==> src/rtl/branch_predict_unit_if.sv <==
// Branch predict unit bus: F-stage lookup plus the D-stage resolve/train group.
// master = pipeline side, slave = branch_predict_unit.
interface branch_predict_unit_if #(
    parameter int unsigned DATA_W = 32
);
    logic [31:0]       f_pc;
    logic              f_pred_taken;
    logic              d_valid;
    logic              d_stall;
    logic [31:0]       d_pc;
    logic [2:0]        branch;
    logic [DATA_W-1:0] RD1;
    logic [DATA_W-1:0] RD2;
    logic              d_pred_taken;
    logic [2:0]        PC_sel;
    logic              mispredict;

    modport master (
        output f_pc, d_valid, d_stall, d_pc, branch, RD1, RD2, d_pred_taken,
        input  f_pred_taken, PC_sel, mispredict
    );

    modport slave (
        input  f_pc, d_valid, d_stall, d_pc, branch, RD1, RD2, d_pred_taken,
        output f_pred_taken, PC_sel, mispredict
    );
endinterface

==> src/rtl/branch_predict_unit.sv <==
// Branch predict unit: D-stage branch/jump resolution with a direct-mapped table
// of 2-bit saturating counters looked up in F and trained in D.
// Optional macro BRANCH_STATS_EN adds saturating branch/mispredict counters.
module branch_predict_unit #(
    parameter int unsigned DATA_W    = 32,
    parameter int unsigned BHT_DEPTH = 64,
    localparam int unsigned IDX_W    = $clog2(BHT_DEPTH)
) (
    input  logic clk,
    input  logic reset,
`ifdef BRANCH_STATS_EN
    output logic [31:0] stat_branches,
    output logic [31:0] stat_mispredicts,
`endif
    branch_predict_unit_if.slave bus
);
    localparam logic [2:0] BrNone = 3'd0;
    localparam logic [2:0] BrBeq  = 3'd1;
    localparam logic [2:0] BrJal  = 3'd2;
    localparam logic [2:0] BrJr   = 3'd3;
    localparam logic [2:0] BrBne  = 3'd4;
    localparam logic [2:0] BrJ    = 3'd5;
    localparam logic [2:0] BrBgez = 3'd6;
    localparam logic [2:0] BrBltz = 3'd7;

    localparam logic [2:0] SelPc4     = 3'b000;
    localparam logic [2:0] SelBranch  = 3'b001;
    localparam logic [2:0] SelJal     = 3'b010;
    localparam logic [2:0] SelReg     = 3'b011;
    localparam logic [2:0] SelJ       = 3'b100;
    localparam logic [2:0] SelRecover = 3'b101;

    logic [1:0]       bht_q [BHT_DEPTH];
    logic [1:0]       bht_d [BHT_DEPTH];
    logic [IDX_W-1:0] f_idx;
    logic [IDX_W-1:0] d_idx;
    logic [1:0]       d_cnt;
    logic             active;
    logic             cond;
    logic             taken;
    logic             upd;
    logic             unused_pc;

    assign f_idx  = bus.f_pc[IDX_W+1:2];
    assign d_idx  = bus.d_pc[IDX_W+1:2];
    assign d_cnt  = bht_q[d_idx];
    assign active = bus.d_valid & ~bus.d_stall;
    assign upd    = active & cond;

    // Only the index bits of the PCs feed the table.
    assign unused_pc = ^{bus.f_pc[31:IDX_W+2], bus.f_pc[1:0],
                         bus.d_pc[31:IDX_W+2], bus.d_pc[1:0]};

    // No bypass: F sees the registered counter even when D updates it this cycle.
    assign bus.f_pred_taken = bht_q[f_idx][1];

    // Decode conditional branches and evaluate their condition.
    always_comb begin
        cond  = 1'b0;
        taken = 1'b0;
        case (bus.branch)
            BrBeq:  begin cond = 1'b1; taken = (bus.RD1 == bus.RD2); end
            BrBne:  begin cond = 1'b1; taken = (bus.RD1 != bus.RD2); end
            BrBgez: begin cond = 1'b1; taken = ~bus.RD1[DATA_W-1]; end
            BrBltz: begin cond = 1'b1; taken = bus.RD1[DATA_W-1]; end
            default: begin cond = 1'b0; taken = 1'b0; end
        endcase
    end

    // PC select and mispredict; everything idles on invalid or stalled slots.
    always_comb begin
        bus.PC_sel     = SelPc4;
        bus.mispredict = 1'b0;
        if (active) begin
            if (cond) begin
                bus.mispredict = (taken != bus.d_pred_taken);
                if (taken && !bus.d_pred_taken) begin
                    bus.PC_sel = SelBranch;
                end else if (!taken && bus.d_pred_taken) begin
                    // Delay slot at d_pc+4 was already fetched down the wrong path.
                    bus.PC_sel = SelRecover;
                end else begin
                    bus.PC_sel = SelPc4;
                end
            end else begin
                case (bus.branch)
                    BrJal:   bus.PC_sel = SelJal;
                    BrJr:    bus.PC_sel = SelReg;
                    BrJ:     bus.PC_sel = SelJ;
                    BrNone:  bus.PC_sel = SelPc4;
                    default: bus.PC_sel = SelPc4;
                endcase
            end
        end
    end

    // Next table state: saturating train of the D-stage entry.
    always_comb begin
        bht_d = bht_q;
        if (upd) begin
            if (taken) begin
                bht_d[d_idx] = (d_cnt == 2'b11) ? 2'b11 : d_cnt + 2'd1;
            end else begin
                bht_d[d_idx] = (d_cnt == 2'b00) ? 2'b00 : d_cnt - 2'd1;
            end
        end
    end

    // Table register; reset forces weakly not-taken and wins over any update.
    always_ff @(posedge clk) begin
        if (reset) begin
            for (int i = 0; i < BHT_DEPTH; i++) begin
                bht_q[i] <= 2'b01;
            end
        end else begin
            bht_q <= bht_d;
        end
    end

`ifdef BRANCH_STATS_EN
    logic [31:0] stat_br_q;
    logic [31:0] stat_br_d;
    logic [31:0] stat_mis_q;
    logic [31:0] stat_mis_d;

    assign stat_branches    = stat_br_q;
    assign stat_mispredicts = stat_mis_q;

    // Saturating event counters.
    always_comb begin
        stat_br_d  = stat_br_q;
        stat_mis_d = stat_mis_q;
        if (upd && stat_br_q != 32'hFFFF_FFFF) begin
            stat_br_d = stat_br_q + 32'd1;
        end
        if (bus.mispredict && !bus.d_stall && stat_mis_q != 32'hFFFF_FFFF) begin
            stat_mis_d = stat_mis_q + 32'd1;
        end
    end

    // Statistics registers.
    always_ff @(posedge clk) begin
        if (reset) begin
            stat_br_q  <= 32'd0;
            stat_mis_q <= 32'd0;
        end else begin
            stat_br_q  <= stat_br_d;
            stat_mis_q <= stat_mis_d;
        end
    end
`endif
endmodule

==> src/flat_wrapper.sv <==
// flat-port wrapper written by rule: the top's interface ports become plain ports
module branch_predict_unit_flat 
#(
    parameter int unsigned DATA_W    = 32,
    parameter int unsigned BHT_DEPTH = 64,
    localparam int unsigned IDX_W    = $clog2(BHT_DEPTH)
)
  (clk, reset, bus_f_pc, bus_d_valid, bus_d_stall, bus_d_pc, bus_branch, bus_RD1, bus_RD2, bus_d_pred_taken, bus_f_pred_taken, bus_PC_sel, bus_mispredict);
  branch_predict_unit_if #(.DATA_W(DATA_W)) bus_i ();
  input  logic clk;
  input  logic reset;
  input wire logic [$bits(bus_i.f_pc)-1:0] bus_f_pc;
  input wire logic [$bits(bus_i.d_valid)-1:0] bus_d_valid;
  input wire logic [$bits(bus_i.d_stall)-1:0] bus_d_stall;
  input wire logic [$bits(bus_i.d_pc)-1:0] bus_d_pc;
  input wire logic [$bits(bus_i.branch)-1:0] bus_branch;
  input wire logic [$bits(bus_i.RD1)-1:0] bus_RD1;
  input wire logic [$bits(bus_i.RD2)-1:0] bus_RD2;
  input wire logic [$bits(bus_i.d_pred_taken)-1:0] bus_d_pred_taken;
  output wire logic [$bits(bus_i.f_pred_taken)-1:0] bus_f_pred_taken;
  output wire logic [$bits(bus_i.PC_sel)-1:0] bus_PC_sel;
  output wire logic [$bits(bus_i.mispredict)-1:0] bus_mispredict;
  assign bus_i.f_pc = bus_f_pc;
  assign bus_i.d_valid = bus_d_valid;
  assign bus_i.d_stall = bus_d_stall;
  assign bus_i.d_pc = bus_d_pc;
  assign bus_i.branch = bus_branch;
  assign bus_i.RD1 = bus_RD1;
  assign bus_i.RD2 = bus_RD2;
  assign bus_i.d_pred_taken = bus_d_pred_taken;
  assign bus_f_pred_taken = bus_i.f_pred_taken;
  assign bus_PC_sel = bus_i.PC_sel;
  assign bus_mispredict = bus_i.mispredict;
  branch_predict_unit #(.DATA_W(DATA_W), .BHT_DEPTH(BHT_DEPTH)) u_core (.clk(clk), .reset(reset), .bus(bus_i));
endmodule
==> config.mk <==
export PLATFORM = sky130hd
export DESIGN_NAME = branch_predict_unit_flat
export DESIGN_NICKNAME = d
export VERILOG_FILES = /design/src/rtl/branch_predict_unit_if.sv /design/src/rtl/branch_predict_unit.sv /design/src/flat_wrapper.sv
export SDC_FILE = /design/constraint.sdc
export NUM_CORES = 1
export LEC_CHECK = 0
export BUFFER_PORTS_ARGS = -buffer_cell sky130_fd_sc_hd__buf_4
export CELL_PAD_IN_SITES_DETAIL_PLACEMENT = 1
export CELL_PAD_IN_SITES_GLOBAL_PLACEMENT = 1
export CORE_MARGIN = 2
export CORE_UTILIZATION = 47
export CTS_CLUSTER_DIAMETER = 80
export DETAILED_ROUTE_END_ITERATION = 16
export PLACE_DENSITY_LB_ADDON = 0.05
export SYNTH_ARGS = -nofsm -noshare
export SYNTH_HDL_FRONTEND = slang
export SYNTH_SLANG_ARGS = --single-unit
export TNS_END_PERCENT = 5
==> constraint.sdc <==
create_clock -name clk -period 9.06 [get_ports clk]
set_clock_uncertainty 0.15 [all_clocks]
set_input_delay 2.718 -clock clk [delete_from_list [all_inputs] [get_ports clk]]
set_output_delay 2.718 -clock clk [all_outputs]
set_load 0.05 [all_outputs]
==> impl_metrics.csv, run 1 <==
group,metric,value,unit
worst_hold_path,hp-class,"flip-flop to flip-flop",
timing,setup_viol,0,
global_route,grt-busiest-layer,"met2",
setup_path,cpLargestDelayFamily,"simple AND/OR/NAND/NOR gates",
route,ant_nets,0,
die,die_area,17200,µm²
finish,fin_nets,936,
setup_path,crit_required,6.19,ns
setup_path,cp.arrival,5.16,ns
global_route,grt_use_total,28.6,%
clock_tree,htreeDepth,4,
setup_path,slowest_delay,0.52,ns
global_route,antenna_found_initial,0,
die,rows,46,
global_route,grtUsageMet1,36.5,%
timing,min_period,8.03,ns
setup_path,crit_fanout,3,
setup_path,cp_slowest_cell,"mux2i_1",
finish,multi_input_area,4630,µm²
global_route,gr-usage-met3,5.05,%
route,viasPerCell,6.43,
placement,place_area,8220,µm²
synth,synth_edf_count,0,
pwr,combPwrFrac,12.9,%
clock_tree,clk_pin_slew,0.05,ns
placement,post-dp-hpwl,15200,µm
setup_path,timing.rr.end,"u_core.bht_q[81]$_SDFFE_PP0P_",
clock_tree,post_cts_resized,0,
clock_tree,cts_buffer_depth,2,
finish,final_util,55.2,%
setup_path,timing.rr.start,"u_core.bht_q[4]$_SDFFE_PP1P_",
die,die_x,131,µm
finish,syn_to_final_growth,15.4,%
pwr,p_int,992,µW
finish,largest_register_ffs,128,
die,die_y,131,µm
synth,ys_seq_elements,128,
global_route,grt_start_max_net_pins,108,
timing,holdWs,0.317,ns
worst_hold_path,hold_end,"u_core.bht_q[12]$_SDFFE_PP1P_",
global_route,grt_use_met2,48.7,%
pwr,leakage,0.00287,µW
placement,gp_congestion,0.825,
setup_path,r2r.worst_path.cells,8,
synth,avgSynthCellArea,10.1,µm²
clock_tree,holdBufCountCts,0,
timing,report.final.slew_viol_count,0,
timing,fin_tns_setup,0,ns
synth,yosys_warnings,0,
pwr,irDropWorstVdd,0.123,mV
finish,design_area,8740,µm²
route,via_count,6594,
global_route,grt_overflow,0,
synth,yosysSeqAreaShare,33.8,%
run_status,status,"finished clean",
timing,worst_slew_pin_slew,1.36,ns
setup_path,worstPathCellList,"buf_4 -> xor2_1 -> nor4_1 -> nand4_1 -> nor3_1 -> mux2i_1 -> nor2_1 -> ha_1 -> nor2_1 -> a21o_1 -> buf_4",
timing,hold_viol,0,
worst_hold_path,hold_depth,2,
pwr,seq_power_share,41.5,%
finish,drive_gt1_share,31.8,%
clock_tree,cts_sinks,128,
setup_path,startpoint,"bus_RD2[23]",
clock_tree,clock_latency,0.43,ns
route,routedWlPerCell,23.5,µm
timing,fin_crit_sh,88.6,%
setup_path,ff2ff_setup_slack,5.19,ns
route,dr.pass1.iters,5,
clock_tree,cts_setup_buffers,0,
setup_path,start_kind,"primary input",
die,core_area,15800,µm²
global_route,grt_first_pass_wirelength,37100,µm
die,start_util,47.9,%
timing,slew_headroom,8.26,%
setup_path,worst_setup_path_end_kind,"output pin",
route,drc,0,
die,ios,141,
synth,syn_area,7580,µm²
timing,fmax,0.125,GHz
clock_tree,cts_tree,"done",
worst_hold_path,hp-start,"u_core.bht_q[12]$_SDFFE_PP1P_",
run,max-cap-violations,0,
clock_tree,cts-root-buf,"clkbuf_16",
finish,diodes,0,
pwr,powerDensity,156,nW/µm²
route,drt_wl_total,24100,µm
synth,syn_inst,750,
synth,synth_nets,887,
synth,ys_types,49,
finish,largestRegisters,"u_core.bht_q x128",
pwr,swShare,27.0,%
timing,rsz0062_at_grt,"false",
synth,ys.flop_type,"dfxtp_1",
route,drt_iter0_markers,497,
pwr,switchingPower,367,µW
global_route,grt_pass1_vias,6614,
synth,synthArstFlopShare,0,%
pwr,total_power,1360,µW
finish,fill_cells,1720,
pwr,power_frac_clock,45.6,%
finish,top_register,"u_core.bht_q",
setup_path,crit_buf_inv,2,
clock_tree,cts_buffers,17,
finish,final-seq-area,2560,µm²
placement,io_buffers,88,
setup_path,critical_path_class,"primary input to output pin",
[synth_stat cells (3+ instances only)]
cell        n  area, µm²
a21oi_1    66        330
a221oi_1    3       26.3
a22oi_1     4       30.0
buf_1       6       22.5
buf_2      12       60.1
buf_6      14        158
clkbuf_1   36        135
dfxtp_1   128       2560
inv_1       4       15.0
mux2_2     11        124
mux2i_1     5       50.1
mux4_1      6        158
mux4_2     41        923
nand2_1    71        267
nand2b_1    3       18.8
nand3_1     3       15.0
nand3b_1   65        488
nand4_1     3       18.8
nor2_1     14       52.6
nor2b_1     4       25.0
nor3_1      8       40.0
nor3b_1     4       30.0
nor4_1      7       43.8
o21ai_0     5       25.0
o31ai_1    74        556
o31ai_2    29        363
o41ai_1    25        219
or2_2      40        250
or3_1       3       18.8
xnor2_1     5       43.8
xor2_1     28        245
[worst min-delay path: stages (launching register included)]
cell and delay [ns]:
dfxtp_1 0.32, a21oi_1 0.06, o31ai_1 0.06
[final cells by class]
| cell class | instances | share of cell area [%] |
|---|---|---|
| timing repair buffer | 99 | 8.50 |
| inverter | 4 | 0.172 |
| sequential | 128 | 29.3 |
| clock inverter | 6 | 0.401 |
| multi-input combinational | 549 | 52.9 |
| tap | 216 | 3.09 |
| clock buffer | 23 | 5.58 |
[how the worst max path moves through the flow]
| stage | end | slack, ns | cells past startpoint |
|---|---|---|---|
| 3_5_place_dp | bus_PC_sel[0] | 0.98 | 11 |
| 3_3_place_gp | bus_PC_sel[0] | 1.06 | 11 |
| 2_1_floorplan | bus_PC_sel[0] | 0.76 | 9 |
| 5_1_grt | bus_PC_sel[0] | 0.84 | 11 |
| 6_report | bus_PC_sel[0] | 1.03 | 11 |
| 4_1_cts | bus_PC_sel[0] | 0.96 | 11 |
[through the flow]
| stage | instances | worst slack [ns] |
|---|---|---|
| 6_report | 1025 | 1.03 |
| 5_1_grt | 1025 | 0.835 |
| 4_1_cts | 1025 | 0.961 |
| 3_5_place_dp | 996 | 0.976 |
| 3_3_place_gp | 996 | 1.06 |
| 2_1_floorplan | 750 | 0.759 |
[logic make-up after synthesis]
logic type | Yosys count | synth area share, %
AOI/OAI and AO/OA | 218 | 22.3
xor gates and xnor gates | 33 | 3.81
adders and majority gates | 1 | 0.165
buffers and inverters | 73 | 5.42
DFF | 128 | 33.8
muxes | 63 | 16.6
and+or+nand+nor | 234 | 17.9
[layer usage]
metal / part of all wire (%) / wire length (µm) / vias to the layer above
met1: 42 / 10200 / 3312
li1: - / - / 2993
met2: 48 / 11600 / 247
met5: 0 / 0 / -
met3: 6.7 / 1620 / 42
met4: 2.5 / 598 / 0
[power by group through the flow]
stage               combinational, µW  clock (µW)  sequential (µW)
floorplan                         115           0              576
detailed placement                174           0              577
finish                            175         620              565
global placement                  168           0              577
CTS                               175         625              565
global route                      186         649              564
[cells in the final DEF (no fill, tap or decap), drive strengths merged, types with 2 or more instances in the layout]
master / count
nor4bb: 2
nor2b: 4
o21ai: 5
o31ai: 103
a31oi: 2
or2: 40
o41ai: 25
clkinv: 4
xnor2: 5
nand2b: 3
clkbuf: 23
a211oi: 3
a22oi: 5
mux2: 11
a221oi: 4
nor4: 7
xor2: 28
nand2: 71
a21oi: 66
dfxtp: 128
nor3: 8
or3: 3
nand3: 3
nor3b: 4
nand4: 4
nand3b: 65
buf: 99
mux2i: 5
mux4: 47
o2111ai: 2
clkinvlp: 2
nor2: 14
and3b: 2
inv: 4
Power figures use the tool's default switching activity.
==> run 2: changes to the inputs <==
- CTS_BUF_LIST: default -> sky130_fd_sc_hd__clkbuf_16
==> run 2 against run 1 <==
Net effect: die area is the same; first-iteration DRC count shrank 10%; via count grew 0.47%; sequential power hardly changed; worst setup slack got worse by 0.042 ns; wire length grew 0.73%; cell count stayed put; fmax fell by 0.52%; worst hold slack gained 0.00052 ns; critical endpoint unchanged.
==> impl_metrics.csv, run 2 (synthesis results as in run 1) <==
group,metric,value,unit
pwr,swShare,27.8,%
setup_path,endpoint,"bus_PC_sel[0]",
pwr,switchingPower,368,µW
route,drt_wl_total,24300,µm
die,core_area,15800,µm²
pwr,power_frac_clock,44.1,%
placement,post-place-ws,0.976,ns
clock_tree,cts_buffer_depth,2,
placement,io_buffers,88,
setup_path,startpoint,"bus_RD2[23]",
setup_path,crit_fanout,3,
timing,min_period,8.07,ns
timing,hold_viol,0,
placement,gp_congestion,0.825,
timing,fin_crit_sh,89.1,%
setup_path,ff2ff_setup_slack,5.18,ns
timing,setup_ws,0.991,ns
finish,fin_nets,936,
clock_tree,cts-root-buf,"clkbuf_16",
placement,place_area,8220,µm²
timing,fin_tns_setup,0,ns
global_route,grt_use_met2,48.7,%
clock_tree,cts_buffers,17,
pwr,irDropWorstVdd,0.125,mV
global_route,grt_use_total,28.6,%
setup_path,crit_required,6.19,ns
finish,syn_to_final_growth,14.9,%
setup_path,timing.rr.end,"u_core.bht_q[85]$_SDFFE_PP0P_",
finish,layout_commonest_cell,"dfxtp_1",
setup_path,worst_setup_path_end_kind,"output pin",
pwr,p_int,956,µW
clock_tree,cts_setup_buffers,0,
timing,holdWs,0.318,ns
route,dr.pass1.iters,5,
setup_path,critical_path_class,"primary input to output pin",
clock_tree,post_cts_resized,0,
finish,design_area,8700,µm²
finish,drive_gt1_share,31.3,%
die,die_y,131,µm
setup_path,cp.arrival,5.20,ns
pwr,combPwrFrac,13.2,%
pwr,powerDensity,152,nW/µm²
finish,diodes,0,
global_route,grt_start_max_net_pins,108,
clock_tree,cts_tree,"done",
setup_path,start_kind,"primary input",
finish,top_register,"u_core.bht_q",
run_status,status,"finished clean",
pwr,leakage,0.00285,µW
clock_tree,cts_sinks,128,
global_route,gr-usage-met3,5.05,%
global_route,grtUsageMet1,36.5,%
route,ant_nets,0,
timing,worst_slew_pin_slew,1.37,ns
finish,largest_register_ffs,128,
clock_tree,clock_latency,0.43,ns
timing,fmax,0.124,GHz
die,die_x,131,µm
route,drt_iter0_markers,445,
clock_tree,clk_pin_slew,0.05,ns
global_route,antenna_found_initial,0,
route,via_count,6625,
setup_path,timing.rr.start,"u_core.bht_q[4]$_SDFFE_PP1P_",
pwr,total_power,1320,µW
clock_tree,holdBufCountCts,0,
die,start_util,47.9,%
run,max-cap-violations,0,
route,drc,0,
timing,report.final.slew_viol_count,0,
route,viasPerCell,6.46,
timing,setup_viol,0,
global_route,grt_first_pass_wirelength,37100,µm
global_route,grt-busiest-layer,"met2",
finish,largestRegisters,"u_core.bht_q x128",
timing,rsz0062_at_grt,"false",
finish,mostFrequentLayoutCells,"dfxtp_1 (128), buf_4 (99), o31ai_1 (74)",
die,rows,46,
pwr,seq_power_share,42.6,%
global_route,grt_pass1_vias,6634,
clock_tree,htreeDepth,4,
die,die_area,17200,µm²
setup_path,r2r.worst_path.cells,8,
global_route,grt_overflow,0,
worst_hold_path,hp-class,"flip-flop to flip-flop",
die,ios,141,
placement,post-dp-hpwl,15200,µm
timing,slew_headroom,8.12,%
route,routedWlPerCell,23.7,µm
-- run 2: changes by cell type in the layout (fill, tap and decap cells not counted) --
cell      previous run  this run
inv_1                4         6
clkinv_1             0         4
clkbuf_8             4         0
clkbuf_1             2         0
-- run 2: layout make-up --
cell class	instances	area, µm²
clock buffer	17	425
clock inverter	12	57.6
fill	1728	7120
inverter	4	15.0
multi-input combinational	549	4630
sequential	128	2560
tap	216	270
timing repair buffer	99	743
-- run 2: metrics by stage --
stage               instances  utilization (%)
detailed placement        996             51.9
floorplan                 750                -
finish                   1025             55.0
global route             1025             55.0
global placement          996             51.9
CTS                      1025             55.0
-- run 2: worst min path at each step --
stage	start	to	slack (ns)	depth (start not counted)
2_1_floorplan	u_core.bht_q[12]$_SDFFE_PP1P_	u_core.bht_q[12]$_SDFFE_PP1P_	0.28	2
3_3_place_gp	u_core.bht_q[6]$_SDFFE_PP1P_	u_core.bht_q[6]$_SDFFE_PP1P_	0.29	2
3_5_place_dp	u_core.bht_q[42]$_SDFFE_PP1P_	u_core.bht_q[42]$_SDFFE_PP1P_	0.31	2
4_1_cts	u_core.bht_q[26]$_SDFFE_PP1P_	u_core.bht_q[26]$_SDFFE_PP1P_	0.32	2
5_1_grt	u_core.bht_q[70]$_SDFFE_PP1P_	u_core.bht_q[70]$_SDFFE_PP1P_	0.35	2
6_report	u_core.bht_q[12]$_SDFFE_PP1P_	u_core.bht_q[12]$_SDFFE_PP1P_	0.32	2
-- run 2: per-layer routing --
layer | wire length (µm) | vias up
li1 | - | 2992
met5 | 0 | -
met4 | 537 | 0
met3 | 1630 | 37
met2 | 11800 | 241
met1 | 10300 | 3355
-- run 2: power groups by stage --
stage	registers (µW)	clock network [µW]	logic (µW)
after floorplan	576	0	115
after global routing	564	612	186
after global placement	577	0	168
after detailed placement	577	0	174
after CTS	565	588	174
final	565	584	175
-- run 2: critical path, cell delays in order --
cell     delay, ns
buf_4         0.11
xor2_1        0.15
nor4_1        0.33
nand4_1       0.20
nor3_1        0.29
mux2i_1       0.52
nor2_1        0.13
ha_1          0.30
nor2_1        0.15
a21o_1        0.11
buf_4         0.19
